**src/rtl/small_calc_pkg.sv**
```systemverilog
// Shared types and constants for the small calculator driver.
// Opcodes match the calculator encoding; the enum names the driver states.
package small_calc_pkg;

  localparam logic [1:0] OP_0 = 2'd0;
  localparam logic [1:0] OP_1 = 2'd1;
  localparam logic [1:0] OP_2 = 2'd2;
  localparam logic [1:0] OP_3 = 2'd3;

  localparam int DEF_W       = 8;
  localparam int DEF_TIMEOUT = 16;

  typedef enum logic [1:0] {
    IDLE,
    ISSUE,
    WAIT,
    RESP
  } drv_state_t;

endpackage

```
**src/rtl/small_calc_timer.sv**
```systemverilog
// WAIT-state watchdog: cleared in ISSUE, counts while enabled.
// Ports: CLK, RST_N, clear, enable in; expired out (count == LIMIT-1).
module small_calc_timer
  import small_calc_pkg::*;
#(
  parameter int LIMIT = DEF_TIMEOUT
) (
  input  logic CLK,
  input  logic RST_N,
  input  logic clear,
  input  logic enable,
  output logic expired
);

  localparam int TW = $clog2(LIMIT + 1);

  logic [TW-1:0] count;

  always_ff @(posedge CLK or negedge RST_N) begin
    if (!RST_N) begin
      count <= '0;
    end else if (clear) begin
      count <= '0;
    end else if (enable) begin
      count <= count + TW'(1);
    end
  end

  assign expired = (count == TW'(LIMIT - 1));

endmodule

```
**src/rtl/small_calc_driver.sv**
```systemverilog
// Go/Done initiator for the small calculator: request in, response out.
// Ports: req_* / rsp_* valid-ready pair, calc_* to datapath, busy, op_count.
module small_calc_driver
  import small_calc_pkg::*;
#(
  parameter int W       = DEF_W,
  parameter int TIMEOUT = DEF_TIMEOUT
) (
  input  logic         CLK,
  input  logic         RST_N,
  input  logic         req_valid,
  output logic         req_ready,
  input  logic [1:0]   req_op,
  input  logic [W-1:0] req_a,
  input  logic [W-1:0] req_b,
  output logic         rsp_valid,
  input  logic         rsp_ready,
  output logic [W-1:0] rsp_result,
  output logic         rsp_timeout,
  output logic         calc_go,
  output logic [1:0]   calc_op,
  output logic [W-1:0] calc_a,
  output logic [W-1:0] calc_b,
  input  logic         calc_done,
  input  logic [W-1:0] calc_result,
  output logic         busy,
  output logic [15:0]  op_count
);

  drv_state_t state;
  drv_state_t state_nxt;
  logic       expired;
  logic       tmr_clr;
  logic       tmr_en;

  small_calc_timer #(
    .LIMIT(TIMEOUT)
  ) u_timer (
    .CLK    (CLK),
    .RST_N  (RST_N),
    .clear  (tmr_clr),
    .enable (tmr_en),
    .expired(expired)
  );

  always_ff @(posedge CLK or negedge RST_N) begin
    if (!RST_N) state <= IDLE;
    else        state <= state_nxt;
  end

  always_comb begin
    state_nxt = state;
    case (state)
      IDLE:  if (req_valid) state_nxt = ISSUE;
      ISSUE: state_nxt = WAIT;
      // done takes priority over a coincident expiry
      WAIT: begin
        if (calc_done)    state_nxt = RESP;
        else if (expired) state_nxt = RESP;
      end
      RESP:  if (rsp_ready) state_nxt = IDLE;
      default: state_nxt = IDLE;
    endcase
  end

  always_comb begin
    req_ready = (state == IDLE);
    calc_go   = (state == ISSUE);
    rsp_valid = (state == RESP);
    busy      = (state != IDLE);
    tmr_clr   = (state == ISSUE);
    tmr_en    = (state == WAIT);
  end

  // operands stay put until the next accepted request
  always_ff @(posedge CLK or negedge RST_N) begin
    if (!RST_N) begin
      calc_op <= '0;
      calc_a  <= '0;
      calc_b  <= '0;
    end else if (state == IDLE && req_valid) begin
      calc_op <= req_op;
      calc_a  <= req_a;
      calc_b  <= req_b;
    end
  end

  always_ff @(posedge CLK or negedge RST_N) begin
    if (!RST_N) begin
      rsp_result  <= '0;
      rsp_timeout <= 1'b0;
      op_count    <= '0;
    end else if (state == WAIT) begin
      if (calc_done) begin
        rsp_result  <= calc_result;
        rsp_timeout <= 1'b0;
        op_count    <= op_count + 16'd1;
      end else if (expired) begin
        rsp_result  <= '0;
        rsp_timeout <= 1'b1;
      end
    end
  end

endmodule

```
**config.mk**
```make
export PLATFORM = sky130hd
export DESIGN_NAME = small_calc_driver
export DESIGN_NICKNAME = d
export VERILOG_FILES = /design/src/rtl/small_calc_pkg.sv /design/src/rtl/small_calc_timer.sv /design/src/rtl/small_calc_driver.sv
export SDC_FILE = /design/constraint.sdc
export NUM_CORES = 1
export LEC_CHECK = 0
export BUFFER_PORTS_ARGS = -buffer_cell sky130_fd_sc_hd__buf_2
export CAP_MARGIN = 30
export CORE_MARGIN = 4
export CORE_UTILIZATION = 48
export DETAILED_ROUTE_END_ITERATION = 6
export MAX_ROUTING_LAYER = met4
export PLACE_DENSITY = 0.87
export SYNTH_ARGS = -nofsm -noshare
export SYNTH_HDL_FRONTEND = slang
export SYNTH_SLANG_ARGS = --single-unit
export TNS_END_PERCENT = 50
```
**constraint.sdc**
```tcl
create_clock -name CLK -period 1.75 [get_ports CLK]
set_input_delay 0.175 -clock CLK [delete_from_list [all_inputs] [get_ports CLK]]
set_output_delay 0.175 -clock CLK [all_outputs]
set_load 0.1 [all_outputs]
```
==> reports/results.txt <==
Final Slew Violations - 0
Worst flop-to-flop path endpoint - op_count[12]
Synthesized area - 0.00210 sq mm
CTS Buf Count - 5
CP Launch Type - flop
Core box area - 0.00412 sq mm
Yosys Warn Count - 0
R2R depth - 6
Worst hold path class - in -> reg
Area delta synth->final - 31.4%
Worst setup margin - 92.9 ps
Critical register-to-register path startpoint - state[0]
Unique masters post-synth - 30
Final GP Congestion - 0.756
Routed Wire Length - 4700 microns
Worst-Margin Slew - 547 ps
Global route overflow - 0
Largest net degree at the start of global routing - 28
Dpl cell area - 0.00264 sq mm
Wire per inst - 15.6 microns
Sequential area share after synthesis - 59.5%
Fmax - 0.603 GHz
H-tree depth - 2
Nets@finish - 288
Clock transition at path regs - 90 ps
Vias in the first global route - 1582
Die height - 74.2 microns
Vias - 1578
Worst setup EP type - output pin
Row count - 23
DR vias/cell - 5.24
DRT Pass-1 Iters - 4
Clock skew - 7.40 ps
Kind of critical path - reg -> out
Setup bufs post-CTS - 0
Routed Antenna Nets - 0
Share of cells above drive strength 1 - 52.2%
PortBufs - 77
Worst skew pair latency - 300 ps
Mapped Cells - 162
GRT Overall Usage - 18.0%
Area contributors post-synth - dfrtp_1 (59%), mux2_2 (11%), ha_1 (4.2%)
Io pins - 78
Syn_area_per_cell - 13.0 sq um
Fin crit share - 94.7%
Final min period - 1660 ps
Initial drt markers - 66
Slew Limit Headroom - 63.5%
Max Cap Viol - 0
Sink Count - 50
Crit Path Max Fanout - 5
Die boundary width - 74.2 microns
CTS tree - done
Syn nets - 200
DR DRC count - 0
Yosys reg bits - 50
Antenna violations before repair - 0
Die area - 0.00551 sq mm
Yosys top cell area share - 59.5%
Worst setup path endpoint - req_ready
Antenna Diode Count - 0
Layout filler cell count - 305
WP data arrival - 1480 ps
Final setup viols - 0
Detailed placement HPWL - 3600 microns
Worst setup startpoint - state[1]
Largest area contributor in the netlist - dfrtp_1
R2r setup slk - 110 ps
Status - finished, final reports clean
Dpl ws - 59.9 ps
Post-route cell area - 0.00277 sq mm
Final hold viol count - 0
Bufs on Longest Clock Path - 2
Starting Density - 51.1%
Critical Path RT - 1570 ps
First-pass GRT wire length - 7280 microns
Root buffer cell - clkbuf_8
==> per-stage QoR <==
step | hold slack, ps | TNS, ps | instances | util, %
6_report | 90.0 | 0 | 301 | 67.2
3_5_place_dp | 206 | 0 | 292 | 64.2
5_1_grt | 76.5 | -3.35 | 301 | 67.2
4_1_cts | 74.6 | 0 | 301 | 66.7
3_3_place_gp | 196 | 0 | 292 | 64.2
2_1_floorplan | -121 | -263 | 162 | -
==> cells by family after synthesis <==
| kind of cell | share of synthesized area (%) |
|---|---|
| flops | 59.5 |
| simple gates | 11.1 |
| mux | 10.7 |
| compound gates | 6.24 |
| xor+xnor | 6.24 |
| buf+inv | 2.08 |
| fa+ha+maj | 4.16 |
==> how the worst min path moves through the flow <==
stage | cells after the start | end | from | slack, ps
CTS | 2 | rsp_result[5] | calc_result[5] | 70
floorplan | 0 | calc_a[0] | RST_N | -120
detailed placement | 1 | op_count[10] | RST_N | 210
finish | 2 | rsp_result[5] | calc_result[5] | 90
global placement | 1 | op_count[3] | RST_N | 200
global route | 2 | rsp_result[3] | calc_result[3] | 80
==> critical path, cell delays in order (launching register included) <==
cell,delay (ps)
dfrtp_1,420
inv_1,150
ha_4,190
buf_2,430
==> cell usage after synthesis (all sizes together) <==
master  count
nor4        2
a221oi      1
nor2b       1
xnor2       9
and3        2
nand2      15
and4        2
buf         2
o32a        1
nor3b       1
a21oi       2
ha          7
clkbuf      1
nand3b      1
nand4       3
nor3        1
xor2        6
dfrtp      50
o21ai       4
and2        1
mux2       20
nand3       5
inv         8
o22ai       2
a22o        8
nor2        7
==> area by class of cell <==
class                   count  area [sq um]  share of cell area [%]
clock buffers               5          68.8                    2.49
clock inverters             3          21.3                   0.769
inverters                   8          30.0                    1.09
multi-input cells         101           846                    30.6
flip-flops and latches     50          1270                    45.9
well taps                  50          62.6                    2.26
repair buffers             84           468                    16.9
==> metal layers <==
layer	track usage, %	vias to the layer above	routed length (microns)
met5	-	-	0
met4	7.11	0	95
met3	3.65	9	259
met2	30.8	51	2490
met1	20.8	780	1860
li1	-	738	-
==> cells in the final DEF, fill, tap and decap left out, drive strengths merged <==
| master | netlist | final |
|---|---|---|
| buf | 2 | 83 |
| dfrtp | 50 | 50 |
| mux2 | 20 | 20 |
| nand2 | 15 | 15 |
| xnor2 | 9 | 9 |
| inv | 8 | 8 |
| a22o | 8 | 8 |
| nor2 | 7 | 7 |
| ha | 7 | 7 |
| xor2 | 6 | 6 |
| clkbuf | 1 | 5 |
| nand3 | 5 | 5 |
| o21ai | 4 | 4 |
| nand4 | 3 | 3 |
| a21oi | 2 | 2 |
| and4 | 2 | 2 |
| o22ai | 2 | 2 |
| and3 | 2 | 2 |
| nor4 | 2 | 2 |
| clkinv | 0 | 2 |
| nor3 | 1 | 1 |
| and2 | 1 | 1 |
| nor2b | 1 | 1 |
| a221oi | 1 | 1 |
| o32a | 1 | 1 |
| nor3b | 1 | 1 |
| nand3b | 1 | 1 |
| clkinvlp | 0 | 1 |
| dlygate4sd3 | 0 | 1 |
==> repair_timing <==
item                                    in CTS  in global routing
hold buffers                                 1                  0
gates cloned                                 0                  0
gates resized for setup                      1                  5
endpoints found under the setup margin       1                 13
endpoints found under the hold margin       23                  0
==> flip-flops by register name (all words and copies together) (netlist names) <==
name / count
calc_b: 8
rsp_timeout: 1
op_count: 16
calc_op: 2
u_timer.count: 5
state: 2
calc_a: 8
rsp_result: 8
Power is left out: the tool's default activity adds up to more than one toggle a clock period on the data nets, which glitch-free logic cannot reach.
